[src/rtl/raster_pkg.sv]
// Shared types for the raster triangle dispatcher: vertex layout and the
// dispatcher state encoding.
package raster_pkg;

  localparam int DATAWIDTH = 12;

  typedef struct packed {
    logic signed [DATAWIDTH-1:0] x;
    logic signed [DATAWIDTH-1:0] y;
    logic signed [DATAWIDTH-1:0] z;
  } vertex_t;

  typedef enum logic [2:0] {
    IDLE,
    ISSUE,
    WAIT_RESULT,
    HANDOFF,
    DRAIN,
    RESOLVE
  } dispatch_state_t;

endpackage

[src/rtl/raster_triangle_dispatcher_if.sv]
// Upstream, frontend, backend and status signals of the dispatcher.
// master = dispatcher side, slave = surrounding pipeline.
interface raster_triangle_dispatcher_if #(
  parameter int CNT_WIDTH = 16
);
  import raster_pkg::*;

  logic                 in_valid;
  logic                 in_ready;
  logic                 in_last;
  vertex_t              in_v0, in_v1, in_v2;
  logic                 fe_ready;
  logic                 fe_triangle_dv;
  vertex_t              fe_v0, fe_v1, fe_v2;
  logic                 fe_o_dv;
  logic                 fe_next;
  logic                 bk_ready;
  logic                 bk_start;
  logic                 frame_done;
  logic                 busy;
  logic                 timeout_err;
  logic [CNT_WIDTH-1:0] cnt_issued, cnt_drawn, cnt_culled;

  modport master (
    input  in_valid, in_last, in_v0, in_v1, in_v2, fe_ready, fe_o_dv, bk_ready,
    output in_ready, fe_triangle_dv, fe_v0, fe_v1, fe_v2, fe_next, bk_start,
           frame_done, busy, timeout_err, cnt_issued, cnt_drawn, cnt_culled
  );

  modport slave (
    output in_valid, in_last, in_v0, in_v1, in_v2, fe_ready, fe_o_dv, bk_ready,
    input  in_ready, fe_triangle_dv, fe_v0, fe_v1, fe_v2, fe_next, bk_start,
           frame_done, busy, timeout_err, cnt_issued, cnt_drawn, cnt_culled
  );

endinterface

[src/rtl/sat_counter.sv]
// Saturating up-counter with synchronous clear; clear wins over increment.
module sat_counter #(
  parameter int WIDTH = 16
) (
  input  logic             clk,
  input  logic             rst,
  input  logic             inc,
  input  logic             clr,
  output logic [WIDTH-1:0] q
);

  // NOTE: sequential state is always assigned with <= so every flop samples
  // pre-edge values, independent of process evaluation order.
  always_ff @(posedge clk) begin
    if (rst || clr) begin
      q <= '0;
    end else if (inc && (q != '1)) begin
      q <= q + WIDTH'(1);
    end
  end

endmodule

[src/rtl/raster_triangle_dispatcher.sv]
// Issues one triangle at a time to the rasterizer frontend, classifies it as
// drawn or culled, hands drawn ones to the backend and keeps frame statistics.
module raster_triangle_dispatcher
  import raster_pkg::*;
#(
  parameter int CNT_WIDTH      = 16,
  parameter int TIMEOUT_CYCLES = 256
) (
  input logic clk,
  input logic rst,
  raster_triangle_dispatcher_if.master bus
);

  localparam int WD_W = $clog2(TIMEOUT_CYCLES + 1);

  dispatch_state_t state, state_nxt;
  logic            last_r;
  logic [WD_W-1:0] wd;
  logic            timeout_err_r;
  vertex_t         v0_r, v1_r, v2_r;

  logic in_ready, accept, fe_dv, fe_next, bk_start, frame_done, wd_fire;
  logic inc_issued, inc_drawn, inc_culled;

  // NOTE: every output of this block gets a default before the case, so no
  // path leaves a signal unassigned and no latch is inferred.
  always_comb begin
    state_nxt  = state;
    in_ready   = 1'b0;
    accept     = 1'b0;
    fe_dv      = 1'b0;
    fe_next    = 1'b0;
    bk_start   = 1'b0;
    frame_done = 1'b0;
    wd_fire    = 1'b0;
    inc_issued = 1'b0;
    inc_drawn  = 1'b0;
    inc_culled = 1'b0;
    case (state)
      IDLE: begin
        in_ready = bus.fe_ready && !rst;
        if (bus.in_valid && in_ready) begin
          accept    = 1'b1;
          state_nxt = ISSUE;
        end
      end
      ISSUE: begin
        fe_dv      = 1'b1;
        inc_issued = 1'b1;
        state_nxt  = WAIT_RESULT;
      end
      WAIT_RESULT: begin
        // A result beats a simultaneous return to idle.
        if (bus.fe_o_dv) begin
          state_nxt = HANDOFF;
        end else if (bus.fe_ready) begin
          inc_culled = 1'b1;
          state_nxt  = RESOLVE;
        end else if (wd == WD_W'(TIMEOUT_CYCLES - 1)) begin
          wd_fire    = 1'b1;
          inc_culled = 1'b1;
          state_nxt  = RESOLVE;
        end
      end
      HANDOFF: begin
        if (bus.bk_ready) begin
          bk_start  = 1'b1;
          fe_next   = 1'b1;
          inc_drawn = 1'b1;
          state_nxt = DRAIN;
        end
      end
      DRAIN:   state_nxt = RESOLVE;
      RESOLVE: begin
        frame_done = last_r;
        state_nxt  = IDLE;
      end
      default: state_nxt = IDLE;
    endcase
  end

  // NOTE: the vertex copies are ordinary registers (not a memory array), so
  // they are cleared on reset together with the control state.
  always_ff @(posedge clk) begin
    if (rst) begin
      state         <= IDLE;
      last_r        <= 1'b0;
      wd            <= '0;
      timeout_err_r <= 1'b0;
      v0_r          <= '0;
      v1_r          <= '0;
      v2_r          <= '0;
    end else begin
      state <= state_nxt;
      if (accept) begin
        v0_r   <= bus.in_v0;
        v1_r   <= bus.in_v1;
        v2_r   <= bus.in_v2;
        last_r <= bus.in_last;
      end
      if (state == ISSUE) begin
        wd <= '0;
      end else if (state == WAIT_RESULT) begin
        wd <= wd + WD_W'(1);
      end
      if (wd_fire) begin
        timeout_err_r <= 1'b1;
      end
    end
  end

  logic [CNT_WIDTH-1:0] cnt_issued, cnt_drawn, cnt_culled;

  // Statistics restart on the edge that ends the frame_done cycle.
  sat_counter #(.WIDTH(CNT_WIDTH)) u_cnt_issued (
    .clk(clk), .rst(rst), .inc(inc_issued), .clr(frame_done), .q(cnt_issued)
  );
  sat_counter #(.WIDTH(CNT_WIDTH)) u_cnt_drawn (
    .clk(clk), .rst(rst), .inc(inc_drawn), .clr(frame_done), .q(cnt_drawn)
  );
  sat_counter #(.WIDTH(CNT_WIDTH)) u_cnt_culled (
    .clk(clk), .rst(rst), .inc(inc_culled), .clr(frame_done), .q(cnt_culled)
  );

  assign bus.in_ready       = in_ready;
  assign bus.fe_triangle_dv = fe_dv;
  assign bus.fe_v0          = v0_r;
  assign bus.fe_v1          = v1_r;
  assign bus.fe_v2          = v2_r;
  assign bus.fe_next        = fe_next;
  assign bus.bk_start       = bk_start;
  assign bus.frame_done     = frame_done;
  assign bus.busy           = (state != IDLE);
  assign bus.timeout_err    = timeout_err_r;
  assign bus.cnt_issued     = cnt_issued;
  assign bus.cnt_drawn      = cnt_drawn;
  assign bus.cnt_culled     = cnt_culled;

endmodule
[src/flat_wrapper.sv]
// flat-port wrapper written by rule: the top's interface ports become plain ports
module raster_triangle_dispatcher_flat import raster_pkg::*;
#(
  parameter int CNT_WIDTH      = 16,
  parameter int TIMEOUT_CYCLES = 256
)
  (clk, rst, bus_in_valid, bus_in_last, bus_in_v0, bus_in_v1, bus_in_v2, bus_fe_ready, bus_fe_o_dv, bus_bk_ready, bus_in_ready, bus_fe_triangle_dv, bus_fe_v0, bus_fe_v1, bus_fe_v2, bus_fe_next, bus_bk_start, bus_frame_done, bus_busy, bus_timeout_err, bus_cnt_issued, bus_cnt_drawn, bus_cnt_culled);
  raster_triangle_dispatcher_if #(.CNT_WIDTH(CNT_WIDTH)) bus_i ();
  input logic clk;
  input logic rst;
  input wire logic [$bits(bus_i.in_valid)-1:0] bus_in_valid;
  input wire logic [$bits(bus_i.in_last)-1:0] bus_in_last;
  input wire logic [$bits(bus_i.in_v0)-1:0] bus_in_v0;
  input wire logic [$bits(bus_i.in_v1)-1:0] bus_in_v1;
  input wire logic [$bits(bus_i.in_v2)-1:0] bus_in_v2;
  input wire logic [$bits(bus_i.fe_ready)-1:0] bus_fe_ready;
  input wire logic [$bits(bus_i.fe_o_dv)-1:0] bus_fe_o_dv;
  input wire logic [$bits(bus_i.bk_ready)-1:0] bus_bk_ready;
  output wire logic [$bits(bus_i.in_ready)-1:0] bus_in_ready;
  output wire logic [$bits(bus_i.fe_triangle_dv)-1:0] bus_fe_triangle_dv;
  output wire logic [$bits(bus_i.fe_v0)-1:0] bus_fe_v0;
  output wire logic [$bits(bus_i.fe_v1)-1:0] bus_fe_v1;
  output wire logic [$bits(bus_i.fe_v2)-1:0] bus_fe_v2;
  output wire logic [$bits(bus_i.fe_next)-1:0] bus_fe_next;
  output wire logic [$bits(bus_i.bk_start)-1:0] bus_bk_start;
  output wire logic [$bits(bus_i.frame_done)-1:0] bus_frame_done;
  output wire logic [$bits(bus_i.busy)-1:0] bus_busy;
  output wire logic [$bits(bus_i.timeout_err)-1:0] bus_timeout_err;
  output wire logic [$bits(bus_i.cnt_issued)-1:0] bus_cnt_issued;
  output wire logic [$bits(bus_i.cnt_drawn)-1:0] bus_cnt_drawn;
  output wire logic [$bits(bus_i.cnt_culled)-1:0] bus_cnt_culled;
  assign bus_i.in_valid = bus_in_valid;
  assign bus_i.in_last = bus_in_last;
  assign bus_i.in_v0 = bus_in_v0;
  assign bus_i.in_v1 = bus_in_v1;
  assign bus_i.in_v2 = bus_in_v2;
  assign bus_i.fe_ready = bus_fe_ready;
  assign bus_i.fe_o_dv = bus_fe_o_dv;
  assign bus_i.bk_ready = bus_bk_ready;
  assign bus_in_ready = bus_i.in_ready;
  assign bus_fe_triangle_dv = bus_i.fe_triangle_dv;
  assign bus_fe_v0 = bus_i.fe_v0;
  assign bus_fe_v1 = bus_i.fe_v1;
  assign bus_fe_v2 = bus_i.fe_v2;
  assign bus_fe_next = bus_i.fe_next;
  assign bus_bk_start = bus_i.bk_start;
  assign bus_frame_done = bus_i.frame_done;
  assign bus_busy = bus_i.busy;
  assign bus_timeout_err = bus_i.timeout_err;
  assign bus_cnt_issued = bus_i.cnt_issued;
  assign bus_cnt_drawn = bus_i.cnt_drawn;
  assign bus_cnt_culled = bus_i.cnt_culled;
  raster_triangle_dispatcher #(.CNT_WIDTH(CNT_WIDTH), .TIMEOUT_CYCLES(TIMEOUT_CYCLES)) u_core (.clk(clk), .rst(rst), .bus(bus_i));
endmodule
[config.mk]
export PLATFORM = sky130hd
export DESIGN_NAME = raster_triangle_dispatcher_flat
export DESIGN_NICKNAME = d
export VERILOG_FILES = /design/src/rtl/raster_pkg.sv /design/src/rtl/raster_triangle_dispatcher_if.sv /design/src/rtl/sat_counter.sv /design/src/rtl/raster_triangle_dispatcher.sv /design/src/flat_wrapper.sv
export SDC_FILE = /design/constraint.sdc
export NUM_CORES = 1
export LEC_CHECK = 0
export CAP_MARGIN = 30
export CORE_UTILIZATION = 47
export DETAILED_ROUTE_END_ITERATION = 8
export PLACE_DENSITY = 0.94
export SLEW_MARGIN = 20
export SYNTH_ARGS = -nofsm -noshare
export SYNTH_HDL_FRONTEND = slang
export SYNTH_HIERARCHICAL = 1
export SYNTH_SLANG_ARGS = --single-unit
export TNS_END_PERCENT = 50
[constraint.sdc]
create_clock -name clk -period 5.69 [get_ports clk]
set_clock_uncertainty 0.05 [all_clocks]
set_input_delay 1.707 -clock clk [delete_from_list [all_inputs] [get_ports clk]]
set_output_delay 1.707 -clock clk [all_outputs]
set_load 0.02 [all_outputs]
==> results of run 1 <==
synth_stat cells, types with 2 or more instances:
cell type,number
buf_2,14
a211oi_1,5
ha_1,5
nor2_1,34
and3_1,2
nand4_4,3
inv_1,4
clkbuf_2,3
nor3b_1,2
or2_2,4
or4_4,3
o41ai_2,3
xor2_1,9
nand4bb_1,2
buf_6,2
a21oi_1,140
xnor2_1,6
buf_4,2
o211a_1,3
or4_1,9
and2_1,7
nand4_1,18
and3_4,3
nand4_2,3
nand3_1,17
o21ai_0,17
a31oi_1,9
and4_1,12
nand2_1,243
or3_1,17
clkbuf_1,30
nor4_2,4
nor3_1,7
o31ai_1,9
a41o_1,12
dfxtp_1,170
metal layers:
layer / up-vias / share of wire (%)
li1: 3449 / -
met1: 3266 / 39
met2: 285 / 50
met3: 29 / 9.6
met4: 0 / 2.2
met5: - / 0
cell families (layout without fill, tap and decap cells):
family                     after synthesis  count (layout)
AOI/OAI and AO/OA                      200             200
adders and majority gates                5               5
DFF                                    170             170
buffers and inverters                   55             320
other                                    0               1
xor gates and xnor gates                15              15
and+or+nand+nor                        397             397
report_power, final:
group / leakage (nW) / internal [W] / switching [W] / total, W
clock network: 0.293 / 0.000687 / 0.000491 / 0.00118
registers: 1.38 / 0.00122 / 0.0000234 / 0.00125
logic: 1.96 / 0.000157 / 0.000153 / 0.000310
total: 3.63 / 0.00207 / 0.000668 / 0.00273
worst max-delay path: stages:
cell and delay [ns]:
clkdlybuf4s50_1 0.51, nand2_1 0.08, nor3b_1 0.27, buf_4 0.22, clkdlybuf4s50_1 0.65
stage by stage:
| stage | area [sq um] | setup slack [ns] |
|---|---|---|
| finish | 10400 | 0.494 |
| global route | 10400 | 0.347 |
| CTS | 10400 | 0.488 |
| detailed placement | 9810 | 0.508 |
| global placement | 9790 | 0.569 |
| floorplan | 6960 | 0.861 |
state kept, by name, indices dropped and copies added (netlist names), 3 cells and up:
name                   flops
u_core/wd                  9
u_core/state               3
u_core/u_cnt_drawn/q      16
u_core/bus.fe_v2          36
u_core/u_cnt_culled/q     16
u_core/bus.fe_v1          36
u_core/u_cnt_issued/q     16
u_core/bus.fe_v0          36
final timing paths:
path | from | endpoint | slack (ns) | depth (start not counted)
min | u_core/bus.fe_v2[17]$_SDFFE_PP0P_ | u_core/bus.fe_v2[17]$_SDFFE_PP0P_ | 0.40 | 2
max | bus_bk_ready | bus_fe_next | 0.49 | 5
max reg2reg | u_core/wd[0]$_SDFFE_PP0N_ | u_core/u_cnt_culled/q[6]$_SDFFE_PP0P_ | 2.64 | 10
min reg2reg | u_core/bus.fe_v2[17]$_SDFFE_PP0P_ | u_core/bus.fe_v2[17]$_SDFFE_PP0P_ | 0.40 | 2
final cells by class:
cell class / count / area [sq um] / area share (%)
Multi-Input combinational cell: 617 / 3330 / 31.9
Inverter: 4 / 15.0 / 0.144
Clock inverter: 12 / 138 / 1.32
Antenna cell: 1 / 2.50 / 0.0240
Tap cell: 184 / 230 / 2.21
Timing Repair Buffer: 284 / 2840 / 27.2
Clock buffer: 20 / 467 / 4.48
Sequential cell: 170 / 3400 / 32.7
==> metrics.yaml, run 1 <==
cells_and_area:
  layout.nets: 1214
  synthToLayoutAreaGrowth_pct: 49.6
  final_util_pct: 72.0
  final_cells: 1292
  drive_above_1_share_pct: 5.96
  final_cell_mix: "276 x clkdlybuf4s50_1, 243 x nand2_1, 170 x dfxtp_1, 140 x a21oi_1, 34 x nor2_1"
  nFillCells: 1008
  final_common_cell: "clkdlybuf4s50_1"
placement:
  portBuffers: 277
  dpl.cell_count: 1259
  gp_congestion: 0.822
  hpwlAfterDp_um: 14400
sta:
  timing.setup.tns_ns: 0
  rsz0062_at_grt: "no"
  fmax_mhz: 192
  worst_slew_pin_slew_ns: 0.907
  finalMaxSlewViolations: 0
  relSlewSlack_pct: 39.1
  period_needed_ns: 5.20
  finalSetupViolCount: 0
  fin_hold_ws_ns: 0.403
  period_share_pct: 91.3
  finalHoldViolations: 0
worst_hold_path:
  hp-class: "register to register"
synthesis:
  muxShareOfSynthArea_pct: 0
  synth_fa_ha_area_share_pct: 0.898
  synth_area_sq_um: 6960
  synth-compound-area-share_pct: 16.7
  yosysTopAreaCell: "dfxtp_1"
  synth_cell_types: 45
  synthSimpleGateAreaFrac_pct: 28.0
  netlist_instances: 842
  yosysWarnings: 6
  synth_xor_area_share_pct: 1.89
  ys_seq_elements: 170
  synth-edff-count: 0
  synth_top_family_by_area: "simple AND/OR/NAND/NOR gates"
  synth_area_per_cell_sq_um: 8.27
  synth_flop_cell: "dfxtp_1"
  synthArstFlopShare_pct: 0
  synth_area_leaders: "dfxtp_1 49%, nand2_1 13%, a21oi_1 10%"
  seq_area_frac_synth_pct: 48.9
  yosys.area.top_type_share_pct: 48.9
  synth_nets: 962
detailed_routing:
  route.detailed.drc: 0
  viasPerCell: 5.44
  drt_wl_total_um: 21100
  first_pass_iters: 5
  drt_iter0_markers: 432
  wl_per_cell_um: 16.3
  vias: 7029
  detail-route-antenna-nets: 0
clocking:
  cts_inserted_buffers: 17
  hold_buffers: 0
  cts.sinks: 170
  cts_resized: 0
  clockRootBuffer: "clkbuf_16"
  cts_htree_levels: 4
  cts.path.max_buffers: 2
  cts_tree: "done"
  clk_pin_slew_ns: 0.06
  clk-insertion-delay-late_ns: 0.42
  cts_setup_buffers: 0
floorplan:
  initial_utilization_pct: 48.1
  num_rows: 44
  core_area_sq_um: 14500
  dieArea_sq_um: 15300
  ios: 278
  die_y_um: 124
  die_x_um: 124
pwr:
  leakage_nw: 3.63
  powerDensity_nw_per_um2: 262
  ir_drop_mv: 0.300
  power_w: 0.00273
global_route:
  antenna_found_initial: 0
  grt_pass1_wl_um: 32000
  grt_use_met3_pct: 11.3
  track_usage_pct: 27.0
  grt_pass1_vias: 6542
  gr-total-overflow: 0
  top_usage_layer: "met2"
  use_met1_pct: 30.6
  grt_max_degree: 76
  met2_usage_pct: 45.0
outcome:
  status: "finished, final reports clean"
setup_path:
  arrival_ns: 3.44
  cp-start-kind: "input port"
  cp_data_required_time_ns: 3.93
  worstPathMaxFanout: 7
  critPathKind: "input port to output port"
  end_kind: "output port"
flow_run:
  maxCapViolations: 0
No activity file was read; power rests on OpenSTA's default activity.
==> run 2: changes to the inputs <==
CORE_UTILIZATION = 51   (was 47)
DONT_BUFFER_PORTS = 1   (was not set)
PLACE_DENSITY = 0.74   (was 0.94)
==> run 2 against run 1 <==
  * Flip-flop and latch count did not move
  * Power fell by 5.6%
  * Final cell count decreased by 22%
  * Critical path depth shrank 3
  * Cell area down 27%
  * Worst hold slack improved by 0.0069 ns
  * Clock power is essentially flat
  * Largest cell class unchanged
  * Sequential power is 3% higher
  * Combinational power is 65% lower
==> metrics.yaml, run 2 (synthesized netlist as in run 1, its figures left out) <==
sta:
  worst_slew_pin_slew_ns: 0.893  # -0.0141 ns
  finalMaxSlewViolations: 0  # unchanged
  fmax_mhz: 237  # +23%
  rsz0062_at_grt: "no"
  period_needed_ns: 4.23  # -0.968 ns
  finalSetupViolCount: 0  # unchanged
  timing.setup.tns_ns: 0  # unchanged
  period_share_pct: 74.3  # -17 points
  relSlewSlack_pct: 40.2  # +1.1 points
  finalHoldViolations: 0  # unchanged
setup_path:
  r2r_slack_ns: 2.70  # +0.06 ns
  critPathKind: "input port to output port"
  cpLargestDelayFamily: "simple AND/OR/NAND/NOR gates"
  rr_worst_depth: 10  # unchanged
  crit_chain: "nor4_2 -> and2_1"
  cp_data_required_time_ns: 3.93  # about the same
  arrival_ns: 2.47  # -0.97 ns
  reg2reg_to: "u_core/u_cnt_culled/q[10]$_SDFFE_PP0P_"
  cp-start-kind: "input port"
  critPathSlowestCell: "nor4_2"
  worstPathMaxFanout: 121  # +114
  reg2reg_from: "u_core/wd[0]$_SDFFE_PP0N_"
  end_kind: "output port"
  slowest_delay_ns: 0.39  # -0.26 ns
  crit_buf_inv: 0  # -3
pwr:
  seq_power_share_pct: 50.0  # +4.4 points
  netSwitchingFraction_pct: 24.1  # -0.30 points
  ir_drop_mv: 0.275  # -8.4%
  p_int_w: 0.00196  # -5.3%
  power_frac_clock_pct: 45.8  # +2.7 points
  power_w: 0.00258  # -5.6%
  combPwrFrac_pct: 4.2  # -7.1 points
  switchingPower_w: 0.000622  # -6.8%
  leakage_nw: 2.62  # -28%
  powerDensity_nw_per_um2: 337  # +28%
detailed_routing:
  first_pass_iters: 7  # +2
  viasPerCell: 5.84  # +7.4%
  drt_iter0_markers: 296  # -31%
  detail-route-antenna-nets: 0  # unchanged
  drt_wl_total_um: 17500  # -17%
  vias: 5866  # -17%
  wl_per_cell_um: 17.5  # +7.1%
  route.detailed.drc: 0  # unchanged
worst_hold_path:
  hp-class: "register to register"
  hold_path_end: "u_core/last_r$_SDFFE_PP0P_"
  min_path_cells: 2  # unchanged
  worstHoldStart: "u_core/last_r$_SDFFE_PP0P_"
placement:
  hpwlAfterDp_um: 12000  # -17%
  gp_congestion: 0.777  # -5.5%
  portBuffers: 0  # -100%
floorplan:
  num_rows: 42  # -4.5%
  core_area_sq_um: 13300  # -8.2%
  die_x_um: 119  # -3.9%
  dieArea_sq_um: 14100  # -7.7%
  ios: 278  # unchanged
  die_y_um: 119  # -3.9%
  initial_utilization_pct: 52.4  # +4.3 points
clocking:
  cts_setup_buffers: 0  # unchanged
  cts.path.max_buffers: 2  # unchanged
  cts_resized: 0  # unchanged
  cts_inserted_buffers: 17  # unchanged
  cts_htree_levels: 4  # unchanged
  clockRootBuffer: "clkbuf_16"
  cts.sinks: 170  # unchanged
  clk_pin_slew_ns: 0.06  # about the same
  hold_buffers: 0  # unchanged
  cts_tree: "done"
  clk-insertion-delay-late_ns: 0.42  # about the same
global_route:
  antenna_found_initial: 1  # +1
  grt_pass1_wl_um: 27600  # -14%
  grt_pass1_vias: 5334  # -18%
  track_usage_pct: 24.5  # -2.5 points
  grt_max_degree: 122  # +61%
  gr-total-overflow: 0  # unchanged
outcome:
  status: "finished, final reports clean"
flow_run:
  maxCapViolations: 0  # unchanged
cells_and_area:
  layout.nets: 934  # -23%
  final_common_cell: "nand2_1"
  drive_above_1_share_pct: 7.50  # +1.5 points
  synthToLayoutAreaGrowth_pct: 9.86
  final_cell_mix: "243 x nand2_1, 170 x dfxtp_1, 140 x a21oi_1, 34 x nor2_1, 18 x nand4_1"
-- run 2: routing by layer --
layer,part of all wire (%),vias to the layer above,GRT usage (%)
li1,-,2901,-
met1,39,2723,28.0
met2,49,219,39.8
met3,10,23,11.6
met4,1.8,0,8.54
met5,0,-,0
-- run 2: layout make-up --
class	instances	area [sq um]
antenna	1	2.50
clock buffer	19	433
clock inverter	13	169
fill	1203	5640
inverter	4	15.0
multi-input combinational	617	3340
sequential	170	3400
tap	176	220
timing repair buffer	4	70.1
-- run 2: worst max path at each step --
stage	from	endpoint	slack [ns]	depth (start not counted)
6_report	rst	bus_in_ready	1.46	2
3_3_place_gp	rst	bus_in_ready	1.57	2
5_1_grt	rst	bus_in_ready	1.42	2
4_1_cts	rst	bus_in_ready	1.49	2
3_5_place_dp	rst	bus_in_ready	1.50	2
2_1_floorplan	bus_bk_ready	bus_fe_next	0.86	3
-- run 2: per-stage QoR --
step | cell area [sq um] | std cells | utilization [%] | setup slack [ns] | hold WS (ns)
global route | 7650 | 1003 | 57.5 | 1.42 | 0.450
CTS | 7650 | 1003 | 57.5 | 1.49 | 0.414
detailed placement | 7050 | 971 | 53.0 | 1.50 | 0.413
global placement | 6990 | 969 | 52.6 | 1.57 | 0.401
finish | 7650 | 1004 | 57.5 | 1.46 | 0.410
floorplan | 6960 | 842 | - | 0.861 | 0.382
-- run 2: power groups by stage --
stage | clock [W] | combinational (W) | sequential, W
3_3_place_gp | 0 | 0.000100 | 0.00132
2_1_floorplan | 0 | 0.000104 | 0.00130
3_5_place_dp | 0 | 0.000108 | 0.00132
5_1_grt | 0.00125 | 0.000122 | 0.00129
6_report | 0.00118 | 0.000108 | 0.00129
4_1_cts | 0.00121 | 0.000108 | 0.00129
==> run 3: changes to the inputs <==
PLACE_DENSITY = 0.77   (was 0.74)
clock period = 3.59 ns   (was 5.69 ns; I/O delays follow)
==> run 3 against run 2 <==
  * Via count grew 0.60%
  * Flip-flop and latch count is the same
  * Power grew 57%
  * Wire length grew 0.21%
  * Worst setup slack lost 0.78 ns
  * Die area is the same
  * Worst hold slack gained 0.00087 ns
  * Clock-buffer cell count shrank 2
  * Critical path type unchanged
  * Non-clock buffer count grew 4
  * Cell area is essentially flat
  * Register-to-register slack lost 1.7 ns
  * Sequential power grew 58%
==> metrics.yaml, run 3 (synthesized netlist as in run 1, its figures left out) <==
outcome:
  status: "finished, final reports clean"
pwr:
  powerDensity_nw_per_um2: 528  # +57%
  power_frac_clock_pct: 45.1  # -0.7 points
  ir_drop_mv: 0.391  # +43%
  seq_power_share_pct: 50.6  # +0.6 points
  switchingPower_w: 0.00100  # +61%
  combPwrFrac_pct: 4.4  # +0.2 points
  netSwitchingFraction_pct: 24.7  # +0.62 points
  power_w: 0.00404  # +57%
  leakage_nw: 2.64  # +0.48%
  p_int_w: 0.00304  # +55%
placement:
  hpwlAfterDp_um: 12200  # +1.4%
  portBuffers: 0  # unchanged
  gp_congestion: 0.817  # +5.2%
setup_path:
  crit_buf_inv: 0  # unchanged
  critPathSlowestCell: "and2_1"
  arrival_ns: 1.78  # -0.69 ns
  crit_chain: "nor4_2 -> and2_1"
  cpLargestDelayFamily: "simple AND/OR/NAND/NOR gates"
  cp-startpoint: "rst"
  cp_data_required_time_ns: 2.46  # -1.47 ns
  worstPathMaxFanout: 121  # unchanged
  cp-start-kind: "input port"
  reg2reg_from: "u_core/wd[0]$_SDFFE_PP0N_"
  critPathKind: "input port to output port"
  slowest_delay_ns: 0.35  # -0.04 ns
  end_kind: "output port"
clocking:
  cts_tree: "done"
  clk_pin_slew_ns: 0.06  # about the same
  cts.sinks: 170  # unchanged
  cts_inserted_buffers: 17  # unchanged
  cts_resized: 0  # unchanged
  hold_buffers: 0  # unchanged
  clk-insertion-delay-late_ns: 0.41  # about the same
  clockRootBuffer: "clkbuf_16"
  cts_htree_levels: 4  # unchanged
  cts.path.max_buffers: 2  # unchanged
  cts_setup_buffers: 0  # unchanged
cells_and_area:
  layout.nets: 938  # +0.43%
  final_common_cell: "nand2_1"
  final_cell_mix: "243 x nand2_1, 170 x dfxtp_1, 140 x a21oi_1, 34 x nor2_1, 18 x nand4_1"
  n_antenna_cell: 0  # -1
  drive_above_1_share_pct: 8.18  # +0.69 points
  synthToLayoutAreaGrowth_pct: 9.95  # about the same
worst_hold_path:
  worstHoldStart: "u_core/last_r$_SDFFE_PP0P_"
  hp-class: "register to register"
sta:
  rsz0062_at_grt: "no"
  finalSetupViolCount: 0  # unchanged
  worst_slew_pin_slew_ns: 0.685  # -0.208 ns
  timing.setup.tns_ns: 0  # unchanged
  fin_hold_ws_ns: 0.410  # +0.000867 ns
  period_share_pct: 81.0
  relSlewSlack_pct: 53.9  # +14 points
  finalHoldViolations: 0  # unchanged
  period_needed_ns: 2.91
  fmax_mhz: 344
  finalMaxSlewViolations: 0  # unchanged
detailed_routing:
  first_pass_iters: 5  # -2
  route.detailed.drc: 0  # unchanged
  drt_wl_total_um: 17600  # +0.21%
  detail-route-antenna-nets: 0  # unchanged
  vias: 5901  # +0.60%
  viasPerCell: 5.86  # +0.30%
  drt_iter0_markers: 409  # +38%
  wl_per_cell_um: 17.5  # about the same
floorplan:
  initial_utilization_pct: 52.4  # unchanged
  core_area_sq_um: 13300  # unchanged
  num_rows: 42  # unchanged
  ios: 278  # unchanged
  dieArea_sq_um: 14100  # unchanged
  die_y_um: 119  # unchanged
  die_x_um: 119  # unchanged
global_route:
  grt_pass1_wl_um: 27500  # -0.12%
  antenna_found_initial: 0  # -1
  grt_max_degree: 122  # unchanged
  gr-total-overflow: 0  # unchanged
  grt_pass1_vias: 5334  # unchanged
  track_usage_pct: 24.3  # -0.16 points
flow_run:
  maxCapViolations: 0  # unchanged
-- run 3: changes by cell type in the layout (fill, tap and decap cells not counted), sizes merged --
cell      before  now
clkinv         6    5
clkbuf        19   17
buf            4    8
bufinv         3    2
inv            7   10
clkinvlp       1    2
diode          1    0
-- run 3: through the flow --
| step | setup slack (ns) | instance area [sq um] | util, % | cells |
|---|---|---|---|---|
| 4_1_cts | 0.663 | 7660 | 57.6 | 1007 |
| 3_5_place_dp | 0.682 | 7070 | 53.2 | 975 |
| 6_report | 0.684 | 7660 | 57.6 | 1007 |
| 2_1_floorplan | 0.0213 | 6960 | - | 842 |
| 5_1_grt | 0.591 | 7660 | 57.6 | 1007 |
| 3_3_place_gp | 0.706 | 7040 | 53.0 | 974 |
-- run 3: metal layers --
layer  global-route usage (%)  vias up  wire length (um)
met5                        0        -                 0
met4                     7.75        0               227
met3                     10.0       13              1780
met2                     39.6      229              8580
met1                     29.0     2759              6990
li1                         -     2900                 -
-- run 3: final cells by class --
cell class | count | area [sq um]
fillers | 1211 | 5640
flip-flops and latches | 170 | 3400
multi-input cells | 617 | 3340
clock buffers | 17 | 425
well taps | 176 | 220
clock inverters | 15 | 163
repair buffers | 8 | 92.6
inverters | 4 | 15.0
-- run 3: path summary, 6_finish.rpt --
| check | to | slack, ns | cells after the start |
|---|---|---|---|
| max | bus_in_ready | 0.68 | 2 |
| min | u_core/last_r$_SDFFE_PP0P_ | 0.41 | 2 |
| max reg2reg | u_core/u_cnt_culled/q[10]$_SDFFE_PP0P_ | 1.04 | 11 |
| min reg2reg | u_core/last_r$_SDFFE_PP0P_ | 0.41 | 2 |
-- run 3: power groups by stage --
stage | Combinational [W] | Clock (W) | Sequential (W)
global route | 0.000196 | 0.00195 | 0.00205
global placement | 0.000167 | 0 | 0.00209
detailed placement | 0.000176 | 0 | 0.00209
finish | 0.000176 | 0.00182 | 0.00204
CTS | 0.000176 | 0.00187 | 0.00204
floorplan | 0.000165 | 0 | 0.00206
